File: config.mk
export PLATFORM = sky130hd
export DESIGN_NAME = adc_lvds_tx_serializer
export DESIGN_NICKNAME = d
export VERILOG_FILES = /design/src/rtl/adc_lvds_pkg.sv /design/src/rtl/adc_lvds_tx_serializer_prbs.sv /design/src/rtl/adc_lvds_tx_serializer.sv
export SDC_FILE = /design/constraint.sdc
export NUM_CORES = 1
export LEC_CHECK = 0
export CAP_MARGIN = 20
export CELL_PAD_IN_SITES_DETAIL_PLACEMENT = 0
export CELL_PAD_IN_SITES_GLOBAL_PLACEMENT = 1
export CORE_ASPECT_RATIO = 0.8
export CORE_UTILIZATION = 38
export CTS_CLUSTER_SIZE = 24
export DETAILED_ROUTE_END_ITERATION = 10
export MAX_ROUTING_LAYER = met4
export PLACE_DENSITY = 0.76
export SLEW_MARGIN = 20
export SYNTH_ARGS = -nofsm -noshare
export SYNTH_HDL_FRONTEND = slang
export SYNTH_SLANG_ARGS = --single-unit
File: constraint.sdc
create_clock -name sys_clk -period 4.85 [get_ports sys_clk]
set_clock_uncertainty 0.2 [all_clocks]
set_input_delay 0.97 -clock sys_clk [delete_from_list [all_inputs] [get_ports sys_clk]]
set_output_delay 0.97 -clock sys_clk [all_outputs]
set_load 0.02 [all_outputs]
File: src/rtl/adc_lvds_pkg.sv
// Shared types and helpers for the ADC LVDS transmit path.
package adc_lvds_pkg;

  typedef enum logic [1:0] {
    TXM_STREAM = 2'd0,
    TXM_RAMP   = 2'd1,
    TXM_TRAIN  = 2'd2,
    TXM_PRBS   = 2'd3
  } tx_mode_e;

  typedef enum logic [1:0] {
    TX_IDLE  = 2'd0,
    TX_TRAIN = 2'd1,
    TX_RUN   = 2'd2
  } tx_state_e;

  localparam logic [14:0] PRBS15_SEED = 15'h7FFF;

  // Widest lane count the split helper handles; narrower words are zero-extended.
  localparam int unsigned MAX_LANES = 16;
  localparam int unsigned MAX_W     = 2 * MAX_LANES;

  typedef struct packed {
    logic [MAX_LANES-1:0] rise;
    logic [MAX_LANES-1:0] fall;
  } lane_pair_t;

  // Even word bits go out on the rising DCO edge, odd bits on the falling edge.
  function automatic lane_pair_t lane_split(input logic [MAX_W-1:0] word);
    lane_pair_t p;
    for (int i = 0; i < int'(MAX_LANES); i++) begin
      p.rise[i] = word[2*i];
      p.fall[i] = word[2*i+1];
    end
    return p;
  endfunction

endpackage

File: src/rtl/adc_lvds_tx_serializer_prbs.sv
// PRBS-15 (x^15 + x^14 + 1) source producing W serial bits per advance, MSB first.
// Only instantiated when ADC_TX_PRBS_EN is defined.
module adc_prbs15_gen
  import adc_lvds_pkg::*;
#(
  parameter int unsigned W = 16
) (
  input  logic         sys_clk,
  input  logic         rst_n,
  input  logic         restart_i,
  input  logic         advance_i,
  output logic [W-1:0] word_o
);

  logic [14:0] lfsr_q, lfsr_d;
  logic [14:0] step;
  logic        fb;

  // word_o is always the next W bits; the state only moves when they are consumed.
  always_comb begin
    step   = lfsr_q;
    fb     = 1'b0;
    word_o = '0;
    for (int k = 0; k < int'(W); k++) begin
      fb                = step[14] ^ step[13];
      word_o[W-1-k]     = fb;
      step              = {step[13:0], fb};
    end
    if (restart_i) begin
      lfsr_d = PRBS15_SEED;
    end else if (advance_i) begin
      lfsr_d = step;
    end else begin
      lfsr_d = lfsr_q;
    end
  end

  always_ff @(posedge sys_clk or negedge rst_n) begin
    if (!rst_n) begin
      lfsr_q <= PRBS15_SEED;
    end else begin
      lfsr_q <= lfsr_d;
    end
  end

endmodule

File: src/rtl/adc_lvds_tx_serializer.sv
// DDR lane serializer with FCO framing: stream / ramp / training / PRBS word sources.
// Define ADC_TX_PRBS_EN to build the PRBS-15 source for mode 3; otherwise mode 3 sends the ramp.
module adc_lvds_tx_serializer
  import adc_lvds_pkg::*;
#(
  parameter int unsigned        LANES        = 8,
  parameter int unsigned        FRAME_PERIOD = 16,
  parameter int unsigned        TRAIN_LEN    = 64,
  parameter logic [2*LANES-1:0] TRAIN_WORD   = 16'hA5C3
) (
  input  logic                 sys_clk,
  input  logic                 rst_n,
  input  logic                 enable_i,
  input  logic [1:0]           mode_i,
  input  logic                 stall_i,
  input  logic [2*LANES-1:0]   in_word_i,
  input  logic                 in_valid_i,
  output logic                 in_ready_o,
  output logic [LANES-1:0]     tx_rise_o,
  output logic [LANES-1:0]     tx_fall_o,
  output logic                 tx_fco_o,
  output logic                 tx_word_valid_o,
  output logic                 underrun_o,
  output logic [31:0]          word_count_o
);

  localparam int unsigned W   = 2 * LANES;
  localparam int unsigned FCW = $clog2(FRAME_PERIOD);
  localparam int unsigned TCW = $clog2(TRAIN_LEN + 1);

  localparam logic [FCW-1:0] FRAME_LAST = FCW'(FRAME_PERIOD - 1);
  localparam logic [TCW-1:0] TRAIN_LAST = TCW'(TRAIN_LEN - 1);

  tx_state_e        state_q, state_d;
  tx_mode_e         mode_q, mode_d;
  logic [FCW-1:0]   frame_q, frame_d;
  logic [TCW-1:0]   train_cnt_q, train_cnt_d;
  logic [W-1:0]     ramp_q, ramp_d;
  logic [31:0]      word_count_q, word_count_d;
  logic             underrun_q, underrun_d;
  logic [LANES-1:0] rise_q, rise_d, fall_q, fall_d;
  logic             fco_q, fco_d;
  logic             valid_q, valid_d;

  logic             emit_ok;
  logic             word_avail;
  logic             emit;
  logic             ramp_adv;
  logic             prbs_restart;
  logic [W-1:0]     src_word;
  lane_pair_t       split;
  logic             unused_split;

`ifdef ADC_TX_PRBS_EN
  logic             prbs_adv;
  logic [W-1:0]     prbs_word;

  adc_prbs15_gen #(
    .W (W)
  ) u_prbs (
    .sys_clk   (sys_clk),
    .rst_n     (rst_n),
    .restart_i (prbs_restart),
    .advance_i (prbs_adv),
    .word_o    (prbs_word)
  );
`endif

  assign in_ready_o = (state_q == TX_RUN) && (mode_q == TXM_STREAM) && !stall_i && enable_i;
  assign emit_ok    = enable_i && !stall_i;

  // Word source selection; TRAIN and ramp/PRBS always have a word ready.
  always_comb begin
    word_avail = 1'b0;
    src_word   = '0;
    ramp_adv   = 1'b0;
`ifdef ADC_TX_PRBS_EN
    prbs_adv   = 1'b0;
`endif
    case (state_q)
      TX_TRAIN: begin
        word_avail = 1'b1;
        src_word   = TRAIN_WORD;
      end
      TX_RUN: begin
        case (mode_q)
          TXM_STREAM: begin
            word_avail = in_valid_i && in_ready_o;
            src_word   = in_word_i;
          end
`ifdef ADC_TX_PRBS_EN
          TXM_PRBS: begin
            word_avail = 1'b1;
            src_word   = prbs_word;
            prbs_adv   = emit_ok;
          end
`endif
          default: begin
            word_avail = 1'b1;
            src_word   = ramp_q;
            ramp_adv   = emit_ok;
          end
        endcase
      end
      default: ;
    endcase
  end

  assign emit         = emit_ok && word_avail;
  assign split        = lane_split(MAX_W'(src_word));
  assign unused_split = ^split;

  always_comb begin
    state_d      = state_q;
    mode_d       = mode_q;
    frame_d      = frame_q;
    train_cnt_d  = train_cnt_q;
    ramp_d       = ramp_q;
    word_count_d = word_count_q;
    underrun_d   = underrun_q;
    rise_d       = rise_q;
    fall_d       = fall_q;
    fco_d        = 1'b0;
    valid_d      = 1'b0;
    prbs_restart = 1'b0;

    if (!enable_i) begin
      // Abandon any partial frame; lanes idle low.
      state_d = TX_IDLE;
      rise_d  = '0;
      fall_d  = '0;
    end else begin
      case (state_q)
        TX_IDLE: begin
          state_d      = TX_TRAIN;
          mode_d       = tx_mode_e'(mode_i);
          frame_d      = '0;
          train_cnt_d  = '0;
          ramp_d       = '0;
          word_count_d = '0;
          underrun_d   = 1'b0;
          prbs_restart = 1'b1;
        end
        TX_TRAIN: begin
          if (emit && (train_cnt_q == TRAIN_LAST) && (mode_q != TXM_TRAIN)) begin
            state_d = TX_RUN;
          end
        end
        default: ;
      endcase

      if (emit) begin
        rise_d       = split.rise[LANES-1:0];
        fall_d       = split.fall[LANES-1:0];
        valid_d      = 1'b1;
        fco_d        = (frame_q == '0);
        frame_d      = (frame_q == FRAME_LAST) ? '0 : frame_q + 1'b1;
        word_count_d = word_count_q + 32'd1;
        if ((state_q == TX_TRAIN) && (train_cnt_q != TRAIN_LAST)) begin
          train_cnt_d = train_cnt_q + 1'b1;
        end
        if (ramp_adv) begin
          ramp_d = ramp_q + 1'b1;
        end
      end

      if ((state_q == TX_RUN) && (mode_q == TXM_STREAM) && !stall_i && !in_valid_i) begin
        underrun_d = 1'b1;
      end
    end
  end

  always_ff @(posedge sys_clk or negedge rst_n) begin
    if (!rst_n) begin
      state_q      <= TX_IDLE;
      mode_q       <= TXM_STREAM;
      frame_q      <= '0;
      train_cnt_q  <= '0;
      ramp_q       <= '0;
      word_count_q <= '0;
      underrun_q   <= 1'b0;
      rise_q       <= '0;
      fall_q       <= '0;
      fco_q        <= 1'b0;
      valid_q      <= 1'b0;
    end else begin
      state_q      <= state_d;
      mode_q       <= mode_d;
      frame_q      <= frame_d;
      train_cnt_q  <= train_cnt_d;
      ramp_q       <= ramp_d;
      word_count_q <= word_count_d;
      underrun_q   <= underrun_d;
      rise_q       <= rise_d;
      fall_q       <= fall_d;
      fco_q        <= fco_d;
      valid_q      <= valid_d;
    end
  end

  assign tx_rise_o       = rise_q;
  assign tx_fall_o       = fall_q;
  assign tx_fco_o        = fco_q;
  assign tx_word_valid_o = valid_q;
  assign underrun_o      = underrun_q;
  assign word_count_o    = word_count_q;

endmodule
==> results.toml, run 1 <==
[status]
outcome = "finished, final reports clean"

[detailed_routing]
ant_nets = 0
drc_errors = 0
viasPerCell = 5.65
post_drt_wl_per_cell_um = 16.8
dr.pass1.iters = 5
vias = 3817
finalWirelength_mm = 11.4
first_iter_violations = 246

[floorplanning]
rows = 34
io_pins = 75
fp.dieH_um = 97.6
dieWidth_um = 121
core_area_sq_um = 11000
start_util_pct = 39.5
dieArea_sq_um = 11800

[setup_path]
critPathKind = "in -> out"
rrSetupSlack_ps = 1800
worstPathRequired_ps = 3680
crit_path_start = "enable_i"
cp-end-kind = "primary output"
critical_path_arrival_ps = 2890
crit_path_end = "in_ready_o"
r2r-end = "word_count_o[10]"
crit_path_start_kind = "input pin"
cp_max_fo = 15
ff2ff_path_depth = 6
rr_startpoint = "state_q[1]"

[job]
cap_violations = 0

[timing]
fin_crit_sh_pct = 83.7
worst_slew_pin_slew_ps = 835
drv_slew = 0
relSlewSlack_pct = 44.3
min_period_ps = 4060
fin_hold_ws_ps = 278
setup_viol = 0
rsz0062_at_grt = "false"
hold_viol = 0
fmax_ghz = 0.246
fin_tns_setup_ps = 0

[power_and_ir_drop]
total_power_uw = 1880
p_leak_uw = 0.00222
powerDensity_nw_per_um2 = 341
ir_drop_uv = 201

[placement]
place_hpwl_mm = 8.16
gp_congestion = 0.822
dp_cells = 662
io_buffer_count = 74

[grt]
grt.total_usage_pct = 21.3
met2_usage_pct = 30.4
grt_max_degree = 50
grt_pass1_vias = 3604
gr-total-overflow = 0
grt_antenna_before_repair = 0
grt_first_pass_wirelength_mm = 19.0
use_met3_pct = 4.99
busiest_layer = "met1"
grt_use_met1_pct = 30.5

[clock_network]
h-tree-depth = 3
cts_resized = 0
clockRootBuffer = "clkbuf_16"
cts.clk_slew.worst_paths_ps = 60
clk_latency_ps = 340
cts_max_path_buffers = 2
ctsHoldBuffers = 0
cts_tree = "yes"
cts_inserted_buffers = 9
post-cts-setup-buffers = 0
clock_sinks = 82

[synth]
yosys_warnings = 0
syn-cell-area_sq_um = 4340
synth_edf_count = 0
syn_nets = 492
synth.avg_cell_area_sq_um = 9.41
seq_area_frac_synth_pct = 47.3
yosysUniqueCellTypes = 57
async_reset_ff_share_pct = 100
synth_seq_cells = 82
synth_ff_type = "dfrtp_1"
syn_inst = 461

[layout]
syn2layout_area_growth_pct = 26.7
drive_gt1_share_pct = 6.58
stdcell_count = 676
final.fill_count = 1018
fin_util_pct = 50.1
antenna_cells = 0
final_common_cell = "dfrtp_1"
mostFrequentLayoutCells = "82 x dfrtp_1, 73 x clkdlybuf4s50_1, 61 x nand2_1, 43 x o21ai_0, 31 x nand3_1"
nets = 560

[worst_hold_path]
worstHoldStart = "tx_rise_o[2]"
hold_path_class = "reg -> reg"
metal layers:
metal  part of all wire (%)  up-vias
met5                      0        -
met4                   0.70        0
met3                    4.3        7
met2                     47       79
met1                     48     1874
li1                       -     1857
kinds of logic after synthesis:
kind of cell               after synthesis  synth area share, %
DFF                                     82                 47.3
buffers and inverters                   36                 3.63
adders and majority gates                8                 2.31
muxes                                   24                 5.62
AOI/OAI and AO/OA                      125                 19.2
and+or+nand+nor                        186                 21.9
power by group:
| group | total [uW] | switching, uW | internal, uW |
|---|---|---|---|
| clock network | 717 | 258 | 458 |
| registers | 759 | 39.0 | 720 |
| logic | 401 | 254 | 147 |
| total | 1880 | 551 | 1320 |
stage by stage:
step / instance area (sq um) / setup slack (ps)
CTS: 5490 / 797
global placement: 5180 / 814
detailed placement: 5180 / 751
global route: 5500 / 661
floorplan: 4340 / 2220
finish: 5500 / 789
worst min path at each step:
stage                              end  depth (start not counted)
after floorplan               tx_fco_o                          1
after global placement    tx_rise_o[7]                          2
after detailed placement  tx_rise_o[7]                          2
after CTS                 tx_rise_o[7]                          2
after global routing      tx_fall_o[1]                          2
final                     tx_rise_o[2]                          2
flip-flops by register name (all words and copies together) (netlist names), 2 cells and up:
signal / cells
tx_rise_o: 8
train_cnt_q: 7
mode_q: 2
tx_fall_o: 8
frame_q: 4
word_count_o: 32
state_q: 2
ramp_q: 16
critical path, stage by stage:
cell and delay (ps):
clkdlybuf4s50_1 800, and3b_1 330, nand2_1 90, inv_1 90, clkdlybuf4s50_1 600
synthesized netlist by cell type (2+ instances only):
library cell	number	area (sq um)
mux2i_1	21	210
nand2b_1	2	12.5
o211ai_1	5	37.5
dfrtp_1	82	2050
nand4b_1	2	17.5
buf_4	3	22.5
or4_1	2	15.0
a221o_1	6	60.1
a22o_1	5	43.8
clkbuf_1	8	30.0
nor4_1	8	50.1
o21ai_1	5	25.0
o41ai_1	4	35.0
o31ai_1	15	113
nor2_1	27	101
mux2_2	3	33.8
nand3_1	31	155
a21oi_2	2	17.5
nand3b_1	3	22.5
inv_1	15	56.3
a211oi_1	2	15.0
a21oi_1	19	95.1
and2_0	2	12.5
or3_1	2	12.5
nand4_1	15	93.8
a21o_1	6	45.0
o21ai_0	43	215
ha_1	8	100
buf_2	9	45.0
and3b_1	3	26.3
nor3_1	17	85.1
nand2_1	61	229
final cells by class:
class	instances	area (sq um)	share of cell area (%)
clock buffer	11	243	4.42
clock inverter	3	65.1	1.18
tap	144	180	3.28
multi-input combinational	343	2130	38.8
timing repair buffer	78	768	14.0
sequential	82	2050	37.3
inverter	15	56.3	1.02
Power figures use the tool's default switching activity.
==> run 2, diff against run 1 <==
- CORE_UTILIZATION: 38 -> 37
- PLACE_DENSITY: 0.76 -> 0.77
- clock period: 4.85 -> 3.5 ns (I/O delays scaled with it)
==> results.toml, run 2 (same netlist as run 1, synthesis figures left out) <==
[status]
outcome = "finished, final reports clean"

[detailed_routing]
vias = 3810
post_drt_wl_per_cell_um = 16.6
first_iter_violations = 451
viasPerCell = 5.57
drc_errors = 0
dr.pass1.iters = 5
finalWirelength_mm = 11.3
ant_nets = 0

[grt]
grt_pass1_vias = 3550
grt_first_pass_wirelength_mm = 18.7
grt.total_usage_pct = 20.3
grt_antenna_before_repair = 0
gr-total-overflow = 0
grt_max_degree = 45

[layout]
antenna_cells = 0
drive_gt1_share_pct = 7.41
final.fill_count = 1061
final_common_cell = "dfrtp_1"
multi_input_area_sq_um = 2130
nets = 566
syn2layout_area_growth_pct = 27.5
mostFrequentLayoutCells = "82 x dfrtp_1, 73 x clkdlybuf4s50_1, 61 x nand2_1, 43 x o21ai_0, 31 x nand3_1"
final_area_sq_um = 5530
largest_reg_flops = 32
regArea_sq_um = 2050

[worst_hold_path]
hold_path_class = "in -> async"

[timing]
fin_crit_sh_pct = 89.5
drv_slew = 0
setup_viol = 0
worst_slew_pin_slew_ps = 634
hold_viol = 0
min_period_ps = 3130
fin_tns_setup_ps = 0
relSlewSlack_pct = 57.3
rsz0062_at_grt = "false"
fmax_ghz = 0.319

[setup_path]
cp-end-kind = "primary output"
cp_max_fo = 5
critical-path-top-delay-family = "buffers and inverters"
crit_path_start_kind = "input pin"
cp_slowest_stage_delay_ps = 610
critPathKind = "in -> out"
critPathSlowestCell = "clkdlybuf4s50_1"
crit_path_frequent_cell = "clkdlybuf4s50_1"
crit_chain = "clkdlybuf4s50_1 > and3b_1 > nand2_1 > inv_1 > clkdlybuf4s50_1"
critical_path_arrival_ps = 2230
worstPathRequired_ps = 2600
cp_num_buf_inv = 3

[power_and_ir_drop]
ir_drop_uv = 298
p_seq_share_pct = 40.7
pwr-share-comb_pct = 22.5
p_switching_uw = 767
switching_share_pct = 29.8
cellInternalPower_uw = 1810
p_leak_uw = 0.00224
powerDensity_nw_per_um2 = 466
power_frac_clock_pct = 36.8

[floorplanning]
dieWidth_um = 123
core_area_sq_um = 11100
dieArea_sq_um = 12200
rows = 34
io_pins = 75
start_util_pct = 38.9
fp.dieH_um = 98.8

[clock_network]
post-cts-setup-buffers = 0
cts_inserted_buffers = 9
clk_latency_ps = 330
clockRootBuffer = "clkbuf_16"
cts_resized = 0
cts.clk_slew.worst_paths_ps = 60
cts_max_path_buffers = 2
cts_tree = "yes"
clock_sinks = 82
ctsHoldBuffers = 0
h-tree-depth = 3

[placement]
gp_congestion = 0.800
place_area_sq_um = 5230
io_buffer_count = 74
place_hpwl_mm = 8.25

[job]
cap_violations = 0
run 2: final cells by class:
cell class | count | share of cell area [%]
multi-input combinational | 343 | 38.5
sequential | 82 | 37.1
timing repair buffer | 84 | 14.7
clock buffer | 14 | 4.77
tap | 144 | 3.26
inverter | 15 | 1.02
clock inverter | 2 | 0.634
run 2: per-layer routing:
layer	track usage (%)	up-vias	share of wire (%)
li1	-	1871	-
met1	29.9	1860	51
met2	28.7	73	44
met3	3.99	6	4.2
met4	4.45	0	0.62
met5	-	-	0
run 2: power groups by stage:
stage	registers [uW]	logic, uW	clock network, uW
after floorplan	1080	359	0
after global placement	1060	568	0
after detailed placement	1060	578	0
after CTS	1050	580	973
after global routing	1060	632	1010
final	1050	579	947
run 2: through the flow:
step	std cells	power, uW	setup WS, ps	util [%]	hold WS [ps]
floorplan	461	1440	1200	-	204
global placement	668	1630	346	46.9	265
detailed placement	668	1640	331	46.9	274
CTS	684	2600	347	49.6	193
global route	684	2700	309	49.6	209
finish	684	2580	367	49.6	167
run 2: final timing paths:
check | start | to | slack [ps] | cells after the start
min | rst_n | ramp_q[2] | 170 | 1
max in group asynchronous | rst_n | word_count_o[2] | 2210 | 2
max | enable_i | in_ready_o | 370 | 5
max reg2reg | state_q[0] | word_count_o[20] | 790 | 8
min in group sys_clk | tx_rise_o[2] | tx_rise_o[2] | 280 | 2
min reg2reg | tx_rise_o[2] | tx_rise_o[2] | 280 | 2
run 2: worst reg2reg max path: cells and delay by family, from the launching register on:
family                     cells  cell delay, ps
buffers and inverters          2             350
muxes                          1             200
AOI/OAI and AO/OA              1             470
DFF                            1             410
and+or+nand+nor                3             770
adders and majority gates      1             250
